$ cat src/rtl/bus_router.sv
// Data-bus router: decodes the shared address into NWIN windows, muxes slave read
// data back with RD_LAT latency and arbitrates between the CPU and bounded DMA bursts.
module bus_router #(
    parameter int AW     = 16,
    parameter int DW     = 8,
    parameter int NWIN   = 4,
    parameter int RD_LAT = 0,
    parameter int BURST  = 4
) (
    input  logic                 clock,
    input  logic                 reset_n,
    input  logic [AW-1:0]        cpu_a,
    input  logic [DW-1:0]        cpu_o,
    input  logic                 cpu_w,
    input  logic                 cpu_r,
    output logic [DW-1:0]        cpu_i,
    output logic                 cpu_ce,
    input  logic                 dma_req,
    input  logic [AW-1:0]        dma_a,
    input  logic [DW-1:0]        dma_o,
    input  logic                 dma_w,
    output logic                 dma_gnt,
    output logic                 dma_ack,
    output logic [DW-1:0]        dma_i,
    input  logic [NWIN*AW-1:0]   win_base,
    input  logic [NWIN*AW-1:0]   win_limit,
    output logic [AW-1:0]        s_a,
    output logic [DW-1:0]        s_d,
    output logic [NWIN-1:0]      s_sel,
    output logic [NWIN-1:0]      s_w,
    input  logic [NWIN*DW-1:0]   s_q,
    output logic                 err,
    output logic [1:0]           dbg_state,
    output logic                 dbg_block
);

    // DMA handshake: the master raises dma_req and keeps dma_a/dma_o/dma_w stable
    // until dma_ack; each dma_ack cycle completes one beat (read data valid on dma_i).
    // Dropping dma_req ends the burst once any outstanding read has been acked.

    typedef enum logic [1:0] {
        S_CPU      = 2'd0,
        S_CPU_WAIT = 2'd1,
        S_DMA      = 2'd2,
        S_DMA_WAIT = 2'd3
    } state_t;

    localparam int             IW       = (NWIN > 1) ? $clog2(NWIN) : 1;
    localparam int             BW       = $clog2(BURST + 1);
    localparam logic [1:0]     CNT_INIT = (RD_LAT > 0) ? 2'(RD_LAT - 1) : 2'd0;
    localparam logic [BW-1:0]  BURST_N  = BW'(BURST);
    localparam bit             RD_STALL = (RD_LAT > 0);

    typedef struct packed {
        logic          vld;
        logic          dma;
        logic          miss;
        logic [IW-1:0] idx;
    } rd_tag_t;

    state_t          state, state_n;
    logic [1:0]      cnt, cnt_n;
    logic [BW-1:0]   beats, beats_n, beats_inc;
    logic            block, block_n;

    logic            own_dma;
    logic [AW-1:0]   bus_a;
    logic            acc_rd, acc_wr;
    logic [NWIN-1:0] hit_oh;
    logic [IW-1:0]   hit_idx;
    logic            hit_any;
    rd_tag_t         iss_tag, rd_tag;
    logic [DW-1:0]   rd_raw, rd_data;

    assign own_dma   = (state == S_DMA) || (state == S_DMA_WAIT);
    assign bus_a     = own_dma ? dma_a : cpu_a;
    assign s_a       = bus_a;
    assign s_d       = own_dma ? dma_o : cpu_o;
    assign beats_inc = beats + BW'(1);
    assign dbg_state = state;
    assign dbg_block = block;

    // Accesses are issued only in S_CPU and S_DMA; wait states just let data return.
    always_comb begin
        acc_rd = 1'b0;
        acc_wr = 1'b0;
        case (state)
            S_CPU: begin
                acc_rd = cpu_r;
                acc_wr = cpu_w && !cpu_r;
            end
            S_DMA: begin
                acc_rd = dma_req && !dma_w;
                acc_wr = dma_req && dma_w;
            end
            default: ;
        endcase
    end

    // Lowest-index hit wins; a window with base > limit can never match.
    always_comb begin
        hit_oh  = '0;
        hit_idx = '0;
        hit_any = 1'b0;
        for (int k = 0; k < NWIN; k++) begin
            if (!hit_any && (win_base[k*AW +: AW] <= bus_a) && (bus_a <= win_limit[k*AW +: AW])) begin
                hit_oh[k] = 1'b1;
                hit_idx   = IW'(k);
                hit_any   = 1'b1;
            end
        end
    end

    always_comb begin
        iss_tag      = '0;
        iss_tag.vld  = acc_rd;
        iss_tag.dma  = (state == S_DMA);
        iss_tag.miss = !hit_any;
        iss_tag.idx  = hit_idx;
    end

    generate
        if (RD_LAT == 0) begin : g_comb
            assign rd_tag = iss_tag;
        end else begin : g_pipe
            rd_tag_t pipe [RD_LAT];
            always_ff @(posedge clock or negedge reset_n) begin
                if (!reset_n) begin
                    for (int i = 0; i < RD_LAT; i++) pipe[i] <= '0;
                end else begin
                    pipe[0] <= iss_tag;
                    for (int i = 1; i < RD_LAT; i++) pipe[i] <= pipe[i-1];
                end
            end
            assign rd_tag = pipe[RD_LAT-1];
        end
    endgenerate

    always_comb begin
        rd_raw = '0;
        for (int k = 0; k < NWIN; k++) begin
            if (rd_tag.idx == IW'(k)) rd_raw = s_q[k*DW +: DW];
        end
    end

    assign rd_data = rd_tag.miss ? '1 : rd_raw;
    assign cpu_i   = rd_data;
    assign dma_i   = rd_data;

    always_ff @(posedge clock or negedge reset_n) begin
        if (!reset_n) begin
            state <= S_CPU;
            cnt   <= 2'd0;
            beats <= '0;
            block <= 1'b0;
        end else begin
            state <= state_n;
            cnt   <= cnt_n;
            beats <= beats_n;
            block <= block_n;
        end
    end

    always_comb begin
        state_n = state;
        cnt_n   = cnt;
        beats_n = beats;
        block_n = block;
        case (state)
            S_CPU: begin
                // The CPU cycle that lifts the block is itself the CPU's guaranteed slot.
                block_n = block && !cpu_ce;
                if (cpu_r && RD_STALL) begin
                    state_n = S_CPU_WAIT;
                    cnt_n   = CNT_INIT;
                end else if (dma_req && !block_n) begin
                    state_n = S_DMA;
                    beats_n = '0;
                end
            end
            S_CPU_WAIT: begin
                if (cnt == 2'd0) state_n = S_CPU;
                else             cnt_n   = cnt - 2'd1;
            end
            S_DMA: begin
                if (!dma_req) begin
                    state_n = S_CPU;
                    block_n = 1'b1;
                    beats_n = '0;
                end else begin
                    beats_n = beats_inc;
                    if (!dma_w && RD_STALL) begin
                        state_n = S_DMA_WAIT;
                        cnt_n   = CNT_INIT;
                    end else if (beats_inc == BURST_N) begin
                        state_n = S_CPU;
                        block_n = 1'b1;
                        beats_n = '0;
                    end
                end
            end
            S_DMA_WAIT: begin
                if (cnt != 2'd0) begin
                    cnt_n = cnt - 2'd1;
                end else if ((beats == BURST_N) || !dma_req) begin
                    state_n = S_CPU;
                    block_n = 1'b1;
                    beats_n = '0;
                end else begin
                    state_n = S_DMA;
                end
            end
            default: state_n = S_CPU;
        endcase
    end

    always_comb begin
        cpu_ce  = 1'b1;
        dma_gnt = 1'b0;
        case (state)
            S_CPU:      cpu_ce = !(cpu_r && RD_STALL);
            S_CPU_WAIT: cpu_ce = (cnt == 2'd0);
            S_DMA, S_DMA_WAIT: begin
                cpu_ce  = 1'b0;
                dma_gnt = 1'b1;
            end
            default: ;
        endcase
        s_sel   = (acc_rd || acc_wr) ? hit_oh : '0;
        s_w     = acc_wr ? hit_oh : '0;
        dma_ack = (acc_wr && (state == S_DMA)) || (rd_tag.vld && rd_tag.dma);
        err     = (acc_wr && !hit_any) || (rd_tag.vld && rd_tag.miss);
    end

endmodule

$ cat config.mk
export PLATFORM = sky130hd
export DESIGN_NAME = bus_router
export DESIGN_NICKNAME = d
export VERILOG_FILES = /design/src/rtl/bus_router.sv
export SDC_FILE = /design/constraint.sdc
export NUM_CORES = 1
export LEC_CHECK = 0
export CAP_MARGIN = 20
export CORE_MARGIN = 3
export CORE_UTILIZATION = 38
export DETAILED_ROUTE_END_ITERATION = 16
export PLACE_DENSITY_LB_ADDON = 0.25
export SYNTH_ARGS = -nofsm -noshare
export SYNTH_HDL_FRONTEND = slang
export SYNTH_SLANG_ARGS = --single-unit
$ cat constraint.sdc
create_clock -name clock -period 6.03 [get_ports clock]
set_input_delay 1.206 -clock clock [delete_from_list [all_inputs] [get_ports clock]]
set_output_delay 1.206 -clock clock [all_outputs]
set_load 0.01 [all_outputs]
# After elaboration in Yosys (flattened, before gate mapping)
# Index checks and enable logic that the tools add are counted.
totals:
  regBits: 8
op_classes:
  n_addsub: 2
  magnitude_cmp: 8
  n_eq_ne: 15
  mux: 44
  reduce_logical: 41
op_table:
  columns: ["operator", "n"]
  rows:
  - ["less-or-equal comparator 16 bit", 8]
  - ["2-to-1 mux 8 bit", 6]
  - ["2-to-1 mux 2 bit", 10]
  - ["logical AND 1 bit", 16]
  - ["2-to-1 mux 16 bit", 1]
  - ["2-to-1 mux 3 bit", 5]
  - ["2-to-1 mux 1 bit", 13]
  - ["AND reduction 4 bit", 3]
  - ["logical NOT 1 bit", 9]
  - ["one-hot mux 3 bit (3 select lines)", 1]
  - ["equality test 2 bit, second input constant", 4]
  - ["2-to-1 mux 4 bit", 2]
  - ["!= test 2 bit, second input constant", 4]
  - ["one-hot mux 2 bit (4 select lines)", 1]
  - ["equality test 3 bit, second input constant", 2]
  - ["logical NOT 2 bit", 3]
  - ["one-hot mux 1 bit (3 select lines)", 2]
  - ["logical OR 1 bit", 5]
  - ["equality test 2 x 1 -> 1 bit, second input constant", 2]
  - ["!= test 2 x 1 -> 1 bit, second input constant", 2]
  - ["one-hot mux 1 bit (2 select lines)", 2]
  - ["one-hot mux 2 bit (2 select lines)", 1]
  - ["nonzero test 2 bit", 2]
  - ["adder 3 x 1 -> 3 bit, second input constant", 1]
  - ["5 further kinds", 5]

# Depth between registers and ports, before layout
logic_depth:
  word_depth: 24
  mapped_depth: 15
  mapped_depth_nobuf: 11

# Worst setup path before layout
# Ideal clock, no wire load.
synth_path:
  path_type: "register to output"
  from: "reg state[1], in the netlist dbg_state[1]"
  to: "out dma_i[0]"
  arrival_ps: 3924
  required_ps: 4824
  slack_ps: 900
  path_stages_with_launch: 16
  path_buffers: 4
  cell_sequence: "dfrtp_1 > clkbuf_1 > clkbuf_1 > mux2i_1 > inv_1 > ha_1 > nand4_1 > o221a_1 > o31ai_1 > a2111o_1 > a22oi_4 > nand2b_1 > buf_6 > o211a_1 > o22ai_1 > buf_4"
synth_between:
  elab_chain_len: 24
synth_lines:
  columns: ["element", "line_no", "text"]
  rows:
  - ["from (decl)", "61", "state_t state, state_n;"]
  - ["from (signal assigned)", "157", "state <= state_n;"]
  - ["equality test 2 bit", "75", "assign own_dma = (state == S_DMA) || (state == S_DMA_WAIT);"]
  - ["logical OR 1 bit (*)", "75", null]
  - ["2-to-1 mux 16 bit (*)", "76", "assign bus_a = own_dma ? dma_a : cpu_a;"]
  - ["net s_a[5]", "27", "output logic [AW-1:0] s_a,"]
  - ["less-or-equal comparator 16 bit", "106", "if (!hit_any && (win_base[k*AW +: AW] <= bus_a) && (bus_a <= win_limit[k*AW +: AW])) begin"]
  - ["logical AND 1 bit", "106", null]
  - ["2-to-1 mux 1 bit", "106", null]
  - ["logical NOT 1 bit", "106", null]
  - ["[4 not listed]", null, null]
  - ["logical AND 1 bit (2 in series)", "106", null]
  - ["2-to-1 mux 1 bit", "106", null]
  - ["logical NOT 1 bit", "106", null]
  - ["logical AND 1 bit (2 in series)", "106", null]
  - ["2-to-1 mux 2 bit", "106", null]
  - ["logical NOT 2 bit", "142", "if (rd_tag.idx == IW'(k)) rd_raw = s_q[k*DW +: DW];"]
  - ["2-to-1 mux 8 bit (4 in series)", "142", null]
  - ["2-to-1 mux 8 bit (*)", "146", "assign rd_data = rd_tag.miss ? '1 : rd_raw;"]
  - ["to (decl)", "24", "output logic [DW-1:0] dma_i,"]
# The timed path passes the listed nets; every way through them passes the cells marked *.

# Worst setup path in the final report
layout_path:
  from: "in dma_a[14]"
  to: "out dma_i[1]"
layout_between:
  elab_chain_len: 22
layout_lines:
  columns: ["element", "line_no", "text"]
  rows:
  - ["from (decl)", "19", "input logic [AW-1:0] dma_a,"]
  - ["2-to-1 mux 16 bit (*)", "76", null]
  - ["less-or-equal comparator 16 bit", "106", null]
  - ["logical AND 1 bit", "106", null]
  - ["2-to-1 mux 1 bit", "106", null]
  - ["logical NOT 1 bit", "106", null]
  - ["logical AND 1 bit (2 in series)", "106", null]
  - ["2-to-1 mux 1 bit", "106", null]
  - ["logical NOT 1 bit", "106", null]
  - ["logical AND 1 bit (2 in series)", "106", null]
  - ["2-to-1 mux 1 bit", "106", null]
  - ["logical NOT 1 bit", "106", null]
  - ["logical AND 1 bit (2 in series)", "106", null]
  - ["2-to-1 mux 2 bit", "106", null]
  - ["logical NOT 2 bit", "142", null]
  - ["2-to-1 mux 8 bit (4 in series)", "142", null]
  - ["2-to-1 mux 8 bit (*)", "146", null]
# Mark *: on every way between the ends. The rest lies on a longest branch, timed or not.

==> flow_metrics.tcl <==
set metrics [dict create \
    clk_latency_ns 0.22 \
    relSlewSlack_pct 59.2 \
    dieArea_sq_um 11900 \
    die_x_um 109 \
    port_buffers 267 \
    fin_ws_ns 0.0845 \
    io_pins 269 \
    fin_skew_ns 0.00200 \
    finalHoldViolCount 0 \
    clk_pin_slew_worst_paths_ns 0.04 \
    gp_congestion 0.909 \
    viasPerCell 5.24 \
    async_reset_ff_share_pct 100 \
    nets 1150 \
    cts.sinks 5 \
    hpwl_um 14600 \
    p_total_uw 794 \
    maxSlewViolCount 0 \
    min_path_type "reg2reg" \
    r2r.worst_path.cells 4 \
    drive_above_1_share_pct 7.45 \
    r2r-end "beats[1]" \
    htree_levels 1 \
    ys_top_cells_by_count "ha_1, inv_1, a21oi_1" \
    pwr_density_cell_nw_per_um2 112 \
    drt_pass1_iterations 4 \
    yosysMostFrequentCell "ha_1" \
    post-cts-setup-buffer-count 0 \
    final_cell_count_no_fill 941 \
    reg2reg_setup_slack_ns 4.68 \
    max_freq_ghz 0.168 \
    grt_pass1_wl_um 24600 \
    drt-initial-drc-count 229 \
    end_kind "output port" \
    numCtsBuffers 3 \
    synth_seq_cells 5 \
    first_global_vias 5037 \
    maxCapViolCount 0 \
    clockBufferDepth 2 \
    rows 37 \
    path_max_fanout 9 \
    synth_top_cell_area_share_pct 40.2 \
    status "completed" \
    synth_top_area_cell "ha_1" \
    min_from "beats[0]" \
    rsz0062_at_grt "yes" \
    antenna_found_initial 0 \
    synth.avg_cell_area_sq_um 7.76 \
    worst-setup-path-type "in2out" \
    critPathLaunchType "primary input" \
    worstMarginPinSlew_ns 0.607 \
    worstReg2RegStart "beats[0]" \
    ys.flop_type "dfrtp_1" \
    synth_area_sq_um 4040 \
    whs_endpoint "beats[0]" \
    dpl.cell_count 937 \
    antenna_left 0 \
    yosysSeqAreaShare_pct 3.10 \
    cts_tree "built" \
    routed_wl_um 16400 \
    leakage_nw 3.59 \
    initial_core_util_pct 39.2 \
    yosys-top-cells-area "ha_1, inv_1, a21oi_1" \
    ys_warn_count 0 \
    drc 0 \
    setup_viol 0 \
    whs_path_depth 1 \
    wl_per_cell_um 17.4 \
    fin_util_pct 68.7 \
    synth-edff-count 0 \
    coreArea_sq_um 10300 \
    grt_max_degree 32 \
    cts_root_buf "clkbuf_8" \
    grt.total_usage_pct 26.0 \
    min_period_over_period_pct 98.6 \
    ir_worst_vdd_mv 0.124 \
    cp.required_ns 4.82 \
    synth.distinct_cells 54 \
    place_ws_ns -0.0951 \
    finalCriticalPeriod_ns 5.95 \
    synth_nets 865 \
    insertedDiodeCount 0 \
    crit_arrival_ns 4.74 \
    syn_inst 521 \
    num_vias 4934 \
    dieHeight_um 109 \
    syn_to_final_growth_pct 75.4 \
    overflow 0 \
    fin_hold_ws_ns 0.536 \
]
layout by cell type, fill, tap and decap left out, drive strengths merged, types with 10 or more instances in the layout:
cell             n
clkdlybuf4s50  267
ha             130
inv             97
a21oi           42
nand4           29
buf             29
nand2           27
a21o            25
nor2            22
mux2i           16
o21ai           11
nand3           10
stage by stage:
step | setup TNS, ns | instance area (sq um)
6_report | 0 | 7090
5_1_grt | -0.885 | 7090
4_1_cts | 0 | 7040
3_5_place_dp | -0.746 | 7000
3_3_place_gp | -0.305 | 7000
2_1_floorplan | 0 | 4040
where the power goes:
group / leakage [nW] / internal (mW) / switching, mW
clock network: 0.0228 / 0.0454 / 0.0168
logic: 3.51 / 0.389 / 0.306
registers: 0.0646 / 0.0357 / 0.00149
total: 3.59 / 0.470 / 0.324
what timing repair did:
item,in CTS,in global routing
setup endpoints to repair,14,19
hold buffers,0,0
pin swaps,0,1
resized for setup,1,10
logic make-up (layout without fill, tap and decap cells):
| group | after synthesis | in the layout | share of synthesized area [%] |
|---|---|---|---|
| AO/OA/AOI/OAI | 129 | 129 | 22.9 |
| XOR/XNOR | 1 | 1 | 0.217 |
| adder cells (fa/ha/maj) | 130 | 130 | 40.2 |
| buffers and inverters | 113 | 397 | 11.7 |
| flip-flops | 5 | 5 | 3.10 |
| multiplexers | 24 | 24 | 6.19 |
| other | 1 | 1 | 0.0928 |
| AND/OR/NAND/NOR | 118 | 118 | 15.6 |
routing by layer:
metal / routed length [um] / GRT usage (%) / part of all wire (%)
met1: 6620 / 32.5 / 40
met2: 8240 / 46.6 / 50
met3: 1130 / 3.73 / 6.9
met4: 410 / 6.22 / 2.5
met5: 0 / 0 / 0
critical path, cell delays in order:
cell,delay (ns)
clkdlybuf4s50_1,0.47
mux2i_1,0.08
buf_4,0.18
ha_1,0.33
nand4_1,0.17
nor4_2,0.37
a21boi_2,0.23
o31a_1,0.24
a21oi_4,0.06
buf_4,0.17
nor2_1,0.16
nand2_2,0.18
o22ai_2,0.27
clkdlybuf4s50_1,0.60
registers in the layout, summed over array words and instances, names as in the netlist:
| register | flops |
|---|---|
| beats | 3 |
| dbg_state | 1 |
| dbg_block | 1 |
worst max-delay path by stage:
| stage | end | from | depth (start not counted) |
|---|---|---|---|
| 2_1_floorplan | dma_i[0] | dbg_state[1] | 15 |
| 3_3_place_gp | cpu_i[0] | dma_a[5] | 13 |
| 3_5_place_dp | cpu_i[3] | dma_a[5] | 13 |
| 4_1_cts | cpu_i[3] | dma_a[5] | 13 |
| 5_1_grt | cpu_i[4] | dma_a[3] | 14 |
| 6_report | dma_i[1] | dma_a[14] | 14 |
area by class of cell:
type                    instances  area, sq um
clock buffers                   4         45.0
fillers                       849         3230
inverters                      97          364
multi-input cells             403         3490
flip-flops and latches          5          125
well taps                     136          170
repair buffers                296         2890
(Power assumes the default switching activity.)
